File: src/rtl/cpipe2_stage_reg.sv
// Stage-1 -> stage-2 control pipeline register with one-entry skid buffer,
// flush handling and post-return NOP (nil-slot) injection.
module cpipe2_stage_reg #(
    parameter int unsigned     W         = 8,
    parameter logic [W-1:0]    NOP_CODE  = W'(8'hB8),
    parameter int unsigned     NIL_SLOTS = 2
) (
    input  logic         clk,
    input  logic         reset,
    input  logic         c1_valid,
    input  logic [W-1:0] c1_word,
    output logic         c1_ready,
    input  logic         stall2,
    input  logic         flush,
    input  logic         nill_on_return,
    output logic [W-1:0] CPIPE2s,
    output logic         cpipe2_valid,
    output logic         nill_active
);

    localparam int unsigned CW = 4;

    typedef enum logic {RUN, NILL} state_t;

    state_t         state_q, state_d;
    logic [CW-1:0]  cnt_q, cnt_d;
    logic [W-1:0]   word_q, word_d;
    logic           valid_q, valid_d;
    logic [W-1:0]   skid_q, skid_d;
    logic           skid_full_q, skid_full_d;
    logic           accept;
    logic           ret_hit;

    assign c1_ready     = !skid_full_q && !reset;
    assign accept       = c1_valid && c1_ready;
    assign ret_hit      = (state_q == RUN) && valid_q && nill_on_return && (NIL_SLOTS != 0);
    assign CPIPE2s      = word_q;
    assign cpipe2_valid = valid_q;
    assign nill_active  = (state_q == NILL);

    always_ff @(posedge clk or posedge reset) begin
        if (reset) begin
            state_q     <= RUN;
            cnt_q       <= '0;
            word_q      <= NOP_CODE;
            valid_q     <= 1'b0;
            skid_q      <= '0;
            skid_full_q <= 1'b0;
        end else begin
            state_q     <= state_d;
            cnt_q       <= cnt_d;
            word_q      <= word_d;
            valid_q     <= valid_d;
            skid_q      <= skid_d;
            skid_full_q <= skid_full_d;
        end
    end

    // Priority per edge: flush > stall2 > NOP injection > normal advance.
    always_comb begin
        state_d     = state_q;
        cnt_d       = cnt_q;
        word_d      = word_q;
        valid_d     = valid_q;
        skid_d      = skid_q;
        skid_full_d = skid_full_q;

        if (flush) begin
            state_d     = RUN;
            cnt_d       = '0;
            word_d      = NOP_CODE;
            valid_d     = 1'b0;
            skid_full_d = 1'b0;
        end else if (stall2) begin
            if (accept) begin
                skid_d      = c1_word;
                skid_full_d = 1'b1;
            end
        end else if (ret_hit || (state_q == NILL && cnt_q != '0)) begin
            // Squash slot: emit a NOP, park any accepted word in the skid.
            word_d  = NOP_CODE;
            valid_d = 1'b0;
            if (ret_hit) begin
                state_d = NILL;
                cnt_d   = CW'(NIL_SLOTS - 1);
            end else begin
                cnt_d = cnt_q - CW'(1);
            end
            if (accept) begin
                skid_d      = c1_word;
                skid_full_d = 1'b1;
            end
        end else begin
            state_d = RUN;
            if (skid_full_q) begin
                word_d      = skid_q;
                valid_d     = 1'b1;
                skid_full_d = accept;
                if (accept) begin
                    skid_d = c1_word;
                end
            end else if (accept) begin
                word_d  = c1_word;
                valid_d = 1'b1;
            end else begin
                word_d  = NOP_CODE;
                valid_d = 1'b0;
            end
        end
    end

endmodule
File: config.mk
export PLATFORM = sky130hd
export DESIGN_NAME = cpipe2_stage_reg
export DESIGN_NICKNAME = d
export VERILOG_FILES = /design/src/rtl/cpipe2_stage_reg.sv
export SDC_FILE = /design/constraint.sdc
export NUM_CORES = 1
export LEC_CHECK = 0
export CAP_MARGIN = 15
export CORE_ASPECT_RATIO = 1.5
export CORE_MARGIN = 2
export CORE_UTILIZATION = 54
export DETAILED_ROUTE_END_ITERATION = 8
export GPL_ROUTABILITY_DRIVEN = 0
export PLACE_DENSITY_LB_ADDON = 0.25
export SYNTH_ARGS = -nofsm -noshare
export SYNTH_HDL_FRONTEND = slang
export SYNTH_SLANG_ARGS = --single-unit
File: constraint.sdc
create_clock -name clk -period 4.85 [get_ports clk]
set_clock_uncertainty 0.05 [all_clocks]
set_input_delay 0.485 -clock clk [delete_from_list [all_inputs] [get_ports clk]]
set_output_delay 0.485 -clock clk [all_outputs]
set_load 0.01 [all_outputs]
[Yosys cells after proc, flatten, opt, wreduce, memory -nomap -nowiden]
Index checks and enable logic that the tools add are counted.
Operators by class
  divide/modulo/power cells: 0
  shift-type cells: 0
  $lt $le $gt $ge: 0
  bitwise logic cells: 2
  mux-type cells: 27
  $add $sub $neg: 1
  eq/ne operators: 2
  reductions and logical operators: 14
  multipliers: 0
Operators with widths (number)
  2-to-1 mux 8 bit: 9
  2-to-1 mux 4 bit: 4
  2-to-1 mux 1 bit: 14
  AND reduction 2 bit: 3
  logical AND 1 bit: 5
  nonzero test 4 bit: 1
  subtractor 4 x 1 -> 4 bit (second input constant): 1
  != test 3 bit (second input constant): 1
  nonzero test 3 bit: 1
  logical NOT 1 bit: 2
  != test 2 x 1 -> 1 bit (second input constant): 1
  NOT 1 bit: 2
  nonzero test 2 bit: 1
  logical OR 1 bit: 1
Word-level totals
  memories kept: 0
  bits in read-only memories: 0
  output and inout bits: 11
  input bits: 14
  bits in writable memories: 0
  word-level logic and storage cells: 52
  bits in latches: 0
  bits in registers: 23

[Logic depth before layout (Yosys ltp)]
Gate-level depths: netlist of the first run.
  depth after elaboration: 8
  mapped depth: 6
  mapped depth without buffers: 5

[Worst setup path after synthesis of the first run]
OpenSTA, ideal clock, no wires.
  kind: register to register
  start: register cnt_q[0]
  end: register skid_q[0]
  period minus slack after synthesis: 1.850 ns
  data required time: 4.675 ns
  data arrival time: 1.675 ns
  path slack: 3.000 ns
  path buffers: 1
  stages on the path, launching flop included: 7
  cells stage by stage: dfrtp_1 inv_1 ha_1 or3b_4 o2111a_1 buf_6 mux2_4
Between the ends
  cells in the longest elaborated chain, start to end: 5
Ends and longest elaborated chain
  from (decl): RTL line 26  | logic [CW-1:0] cnt_q, cnt_d;
  from (signal assigned): RTL line 51  | cnt_q <= cnt_d;
  nonzero test 4 bit (*): RTL line 79  | end else if (ret_hit || (state_q == NILL && cnt_q != '0)) begin
  logical AND 1 bit (*): RTL line 79
  logical OR 1 bit (*): RTL line 79
  nonzero test 3 bit (no source line) / 2-to-1 mux 8 bit (equally long branches)
  AND reduction 2 bit (no source line) / 2-to-1 mux 8 bit (equally long branches)
  to (signal assigned): RTL line 54  | skid_q <= skid_d;
  to (decl): RTL line 29  | logic [W-1:0] skid_q, skid_d;
Every way passes the cells marked *; elsewhere a longest branch is shown, timed or not.
A chain may end at the register's enable or synchronous reset.

[Worst setup path after layout of the first run]
  start: input port stall2
  end: register skid_q[4]
Between the ends
  cells in the longest elaborated chain, start to end: 2
Ends and longest elaborated chain
  from (decl): RTL line 13  | input logic stall2,
  nonzero test 3 bit (no source line)
  AND reduction 2 bit (no source line)
Several ways; a longest one is shown, not always the timed one.

==> summary.md, run 1 <==
| Metric | Value |
|---|---|
| Inserted Clock Buffers | 3 |
| Final instance area | around 1500 sq um |
| Placed insts | ~150 |
| CP Max Fanout | 23 |
| Drt wl/cell | about 17 microns |
| Dpl ws | 2.16 ns |
| Core area | roughly 2200 sq um |
| Syn Inst Count | about 110 |
| Layout cells sized above 1 | between 10% and 20% |
| Global route total overflow | 0 |
| Syn_nets | 121 |
| Pre-Repair DR Iteration Count | 4 |
| Number of vias per cell | about 6.2 |
| Status | complete, no violations |
| Crit start category | primary input |
| Total Nets Final | 143 |
| Relative slew slack | between 40% and 50% |
| Io pins | 25 |
| Min-delay worst type | reg2reg |
| Die extent in y | around 62 microns |
| Cts repair resizes | 0 |
| Leakage | 0.590 nW |
| Worst EP arrival | around 2.5 ns |
| CTS tree | yes |
| Fill cells | about 170 |
| Seq/Total Area, Yosys | between 40% and 50% |
| Largest net degree at the start of global routing | 24 |
| # diodes | 0 |
| Synthesized flop and latch total | 23 |
| Max-slew violations | 0 |
| Num rows | 21 |
| Pwr per Cell Area | between 200 and 300 nW/um^2 |
| Vias in the first global route | 900 |
| DRT antenna net count | 0 |
| Worst-Margin Slew | between 0.8 and 0.9 ns |
| Critical Path End Type | flip-flop |
| Crit path kind | in2reg |
| Hold buffers post-CTS | 0 |
| RSZ-0062 raised after global routing | no |
| Final hold vios | 0 |
| CTS Buffer Depth | 2 |
| Max Cap Violations | 0 |
| Fin crit period | 2.33 ns |
| Overall Global Routing Usage | approximately a fifth |
| Final HPWL DP | about 1.8 mm |
| DR vias | ~920 |
| H-tree depth | 1 |
| Global-route wire length before repair | between 4 and 5 mm |
| Clk sink count | 23 |
| Initial antenna violation count | 0 |
| Final Routed Wirelength | approximately 2.5 mm |
| GR Util met2 | approximately 35% |
| Post-Syn Area | roughly 1200 sq um |
| Fin util | 67.5% |
| Initial DRC count | 24 |
| Final period util | 48.1% |
| Max IR drop VDD | ~0.19 mV |
| Die area | roughly 2700 sq um |
| Non-Filler Instances | ~150 |
| Critical Path RT | 5.01 ns |
| GR Util met1 | 25.9% |
| Peak Freq | roughly 0.43 GHz |
| Fin worst setup slack | approximately 2.5 ns |
| Synth Warn # | 0 |
| Global route hottest layer | met2 |
| # setup viols final | 0 |
| Worst skew pair latency | about 0.32 ns |
| Initial Utilization | a little under three fifths |
| Root Driver | clkbuf_4 |
| DRC | 0 |
| Layout area overhead | 21.2% |
| Post-synthesis cell type count | 35 |
| Cell area after placement | 1440 sq um |
| PortBufs | 24 |
| Setup Buffers After CTS | 0 |
| CTS clk-pin slew, worst paths | between 0.1 and 0.15 ns |
| Syn Area/Cell | 11.6 sq um |
| M3 GR Usage | roughly 2.9% |
| Die W | approximately 43 microns |
| Final setup TNS | 0 ns |
==> cell families after synthesis <==
family,Yosys count,share of synthesized area [%]
flip-flops,23,47.8
buffers and inverters,13,5.25
multiplexers,12,13.6
AND/OR/NAND/NOR,26,12.6
adder cells (fa/ha/maj),2,2.06
AO/OA/AOI/OAI,29,18.7
==> path summary, 6_finish.rpt <==
check / startpoint / endpoint / slack [ns] / cells after the start
max: stall2 / skid_q[4]$_DFFE_PP0P_ / 2.52 / 4
min: CPIPE2s[6]$_DFFE_PP0P_ / CPIPE2s[6]$_DFFE_PP0P_ / 0.45 / 2
max reg2reg: cnt_q[0]$_DFFE_PP0P_ / skid_q[4]$_DFFE_PP0P_ / 2.76 / 5
min reg2reg: CPIPE2s[6]$_DFFE_PP0P_ / CPIPE2s[6]$_DFFE_PP0P_ / 0.45 / 2
max in group asynchronous: reset / cnt_q[1]$_DFFE_PP0P_ / 3.61 / 2
min in group asynchronous: reset / skid_q[3]$_DFFE_PP0P_ / 0.62 / 2
==> through the flow <==
step / total power, mW / hold WS [ns]
final: 0.414 / 0.449
after global routing: 0.431 / 0.482
after CTS: 0.417 / 0.459
after detailed placement: 0.325 / 0.423
after global placement: 0.320 / 0.423
after floorplan: 0.292 / 0.423
==> synth_stat cells (all sizes together) <==
cell    count  area [sq um]
a211o       1          8.76
nand3b      1          7.51
o221a       1          11.3
or4b        1          10.0
or2b        1          7.51
ha          2          25.0
o32a        4          40.0
a311oi      1          8.76
or4         1          7.51
o221ai      1          8.76
o21ba       1          10.0
nor3        1          5.00
o41ai       4          35.0
o31ai       1          7.51
or3b        1          11.3
dfstp       4           105
a41oi       1          8.76
o2111a      1          11.3
and4bb      1          12.5
a21oi       2          10.0
nor2b       3          18.8
buf         2          22.5
o211ai      1          7.51
mux2       12           165
o21ai       3          15.0
a31oi       6          37.5
inv         6          22.5
dfrtp      19           475
clkbuf      5          18.8
nand3       2          10.0
nor2        3          11.3
o21a        1          7.51
nand2       7          26.3
and2        4          25.0
==> layout by cell type, fill, tap and decap left out <==
master,n
o32a_1,4
or2b_1,1
mux2_4,8
a211o_1,1
inv_1,6
a21oi_1,2
and2_1,4
o41ai_1,4
clkdlybuf4s50_1,24
o221a_2,1
nand2_1,7
or4b_1,1
nand3_1,2
a311oi_1,1
o2111a_1,1
nor2_1,3
a31oi_1,6
nor3_1,1
dfrtp_1,19
o21a_1,1
clkinvlp_4,1
and4bb_2,1
nor2b_1,3
mux2_2,4
o211ai_1,1
or4_1,1
a41oi_1,1
ha_1,2
clkbuf_4,3
o31ai_1,1
o21ba_2,1
o21ai_0,3
or3b_4,1
nand3b_1,1
dfstp_2,4
o221ai_1,1
==> critical path, stage by stage <==
cell             delay [ns]
clkdlybuf4s50_1        0.96
a211o_1                0.19
o2111a_1               0.51
mux2_4                 0.34
==> report_power, final <==
group	total (mW)	leakage, nW	switching (mW)	internal, mW
clock	0.0923	0.0139	0.0607	0.0316
combinational	0.0893	0.287	0.0347	0.0547
sequential	0.233	0.289	0.0168	0.216
total	0.414	0.590	0.112	0.302
==> registers in the layout, summed over array words and instances, names as in the netlist <==
| name | cells |
|---|---|
| nill_active | 1 |
| cpipe2_valid | 1 |
| cnt_q | 4 |
| CPIPE2s | 8 |
| skid_full_q | 1 |
| skid_q | 8 |
==> routing by layer <==
layer / wire [microns] / up-vias / share of wire [%]
li1: - / 434 / -
met1: 1100 / 458 / 44
met2: 1230 / 27 / 49
met3: 109 / 5 / 4.4
met4: 48 / 0 / 1.9
met5: 0 / - / 0
==> cell type report <==
| cell class | instances | area [sq um] | share of cell area (%) |
|---|---|---|---|
| Multi-Input combinational cell | 69 | 571 | 38.7 |
| Inverter | 6 | 22.5 | 1.53 |
| Sequential cell | 23 | 581 | 39.4 |
| Clock buffer | 3 | 22.5 | 1.53 |
| Tap cell | 23 | 28.8 | 1.95 |
| Clock inverter | 1 | 7.51 | 0.510 |
| Timing Repair Buffer | 24 | 240 | 16.3 |
Note: power is estimated with default switching activity, not from simulation.
==> inputs of run 2 (changes only) <==
Settings changed: CORE_UTILIZATION 54 to 45.
Clock period 4.85 ns to 2.1 ns, I/O delays scaled along.
==> run 2 against run 1 <==
  * Die area up 18%
  * Largest power group unchanged
  * Total power up 150%
  * Critical path type is now reg2reg
  * Sequential power up 130%
  * Sequential share of layout area down 2.0 points
  * First-iteration DRC count down 50%
==> summary.md, run 2 (synthesis results as in run 1) <==
| Metric | Value |
|---|---|
| RSZ-0062 raised after global routing | no |
| Die area | 3140 sq um (+18%) |
| Inserted Clock Buffers | 3 (unchanged) |
| Io pins | 25 (unchanged) |
| Worst-Margin Slew | 0.502 ns (-0.331 ns) |
| Fill cells | 224 (+29%) |
| Met1 wire length | 1.11 mm (about the same) |
| Leakage | 0.629 nW (+6.5%) |
| CTS clk-pin slew, worst paths | 0.08 ns (-0.05 ns) |
| Overall Global Routing Usage | 20.0% (-0.57 points) |
| Routed wl met2 | 1.32 mm (+7.0%) |
| Global-route wire length before repair | 4.53 mm (+13%) |
| CTS tree | yes |
| Relative slew slack | 66.5% (+22 points) |
| DR vias | 943 (+2.1%) |
| Die extent in y | 67.6 microns (+8.9%) |
| Critical Path End Type | flip-flop |
| Initial antenna violation count | 0 (unchanged) |
| Clk sink count | 23 (unchanged) |
| Status | complete, no violations |
| Crit start category | flip-flop |
| Most frequent cells in the layout | clkdlybuf4s50_1 (24), dfrtp_1 (19), mux2_4 (8) |
| CTS Buffer Depth | 2 (unchanged) |
| Max Cap Violations | 0 (unchanged) |
| PortBufs | 24 (unchanged) |
| Routed wire length on met3 | 83 microns (-24%) |
| Fin util | 59.2% (-8.3 points) |
| Hold buffers post-CTS | 0 (unchanged) |
| DRC | 0 (unchanged) |
| Final period util | around 94% |
| # diodes | 0 (unchanged) |
| Total Nets Final | 149 (+4.2%) |
| Layout area overhead | 27.7% |
| Setup Buffers After CTS | 0 (unchanged) |
| Core area | 2620 sq um (+20%) |
| Max-slew violations | 0 (unchanged) |
| Top Metal Used | met4 |
| Pre-Repair DR Iteration Count | 4 (unchanged) |
| Fin crit period | roughly 2 ns |
| Die W | 46.4 microns (+8.6%) |
| Largest net degree at the start of global routing | 20 (-17%) |
| Commonest non-fill, non-tap cell in the layout | clkdlybuf4s50_1 |
| Vias in the first global route | 990 (+10%) |
| Peak Freq | just over 0.5 GHz |
| H-tree depth | 1 (unchanged) |
| Num rows | 23 (+9.5%) |
| DRT antenna net count | 0 (unchanged) |
| Initial DRC count | 12 (-50%) |
| Critical Path RT | 2.21 ns (-2.80 ns) |
| Pwr per Cell Area | 665 nW/um^2 (+140%) |
| Final setup TNS | 0 ns (unchanged) |
| # setup viols final | 0 (unchanged) |
| Final Routed Wirelength | 2.58 mm (+3.4%) |
| Initial Utilization | 46.4% (-9.3 points) |
| Min-delay worst type | in2async |
| Final HPWL DP | 1.96 mm (+8.4%) |
| CP Max Fanout | 8 (-65%) |
| Cts repair resizes | 0 (unchanged) |
| Crit path kind | reg2reg |
| Worst EP arrival | 2.08 ns (-0.42 ns) |
| Worst skew pair latency | 0.27 ns (-0.05 ns) |
| Layout cells sized above 1 | 22.7% (+3.7 points) |
| Drt wl/cell | 15.3 microns (-8.8%) |
| Max IR drop VDD | 0.467 mV (+140%) |
| Root Driver | clkbuf_8 |
| Final hold vios | 0 (unchanged) |
| Number of vias per cell | 5.58 (-10%) |
| Global route total overflow | 0 (unchanged) |
[run 2: changes by cell type in the layout (fill, tap and decap cells not counted), sizes merged]
cell      change
clkinvlp      -1
buf           +6
clkbuf        +1
[run 2: final timing paths]
check | slack (ns) | start | cells after the start | endpoint
hold reg to reg | 0.44 | CPIPE2s[6]$_DFFE_PP0P_ | 2 | CPIPE2s[6]$_DFFE_PP0P_
hold / removal | 0.29 | reset | 3 | skid_q[7]$_DFFE_PP0P_
setup reg to reg | 0.12 | cnt_q[0]$_DFFE_PP0P_ | 5 | skid_q[6]$_DFFE_PP0P_
setup / recovery | 0.12 | cnt_q[0]$_DFFE_PP0P_ | 5 | skid_q[6]$_DFFE_PP0P_
min in group clk | 0.44 | CPIPE2s[6]$_DFFE_PP0P_ | 2 | CPIPE2s[6]$_DFFE_PP0P_
max in group asynchronous | 1.48 | reset | 3 | CPIPE2s[5]$_DFFE_PP1P_
[run 2: final cells by class]
cell class,instances,area (sq um),area share [%]
flip-flops and latches,23,581,37.4
repair buffers,30,285,18.4
well taps,37,46.3,2.98
inverters,6,22.5,1.45
multi-input cells,69,572,36.9
clock buffers,4,45.0,2.90
[run 2: metrics by stage]
step                      power, mW  hold WS (ns)  setup slack (ns)  instance area [sq um]  std cells
final                          1.03         0.285             0.125                   1550        169
after global placement        0.750         0.414             0.105                   1510        165
after CTS                      1.04         0.293            0.0205                   1550        169
after global routing           1.09         0.333            0.0360                   1550        169
after floorplan               0.675         0.159             0.250                   1210        105
after detailed placement      0.759         0.419            0.0412                   1510        165
[run 2: power by group]
part	total [mW]	switching, mW	internal, mW
sequential	0.533	0.0343	0.498
clock	0.280	0.145	0.136
combinational	0.219	0.0853	0.134
[run 2: per-layer routing]
layer  up-vias  GRT usage, %
li1        446             -
met2        22          30.2
met1       466          25.9
met3         9          4.55
met5         -             0
met4         0          10.7
[run 2: critical path, stage by stage, from the launching register on]
cell and delay (ns):
dfrtp_1 0.41, inv_1 0.09, ha_1 0.18, or3b_4 0.41
o2111a_2 0.39, mux2_4 0.33
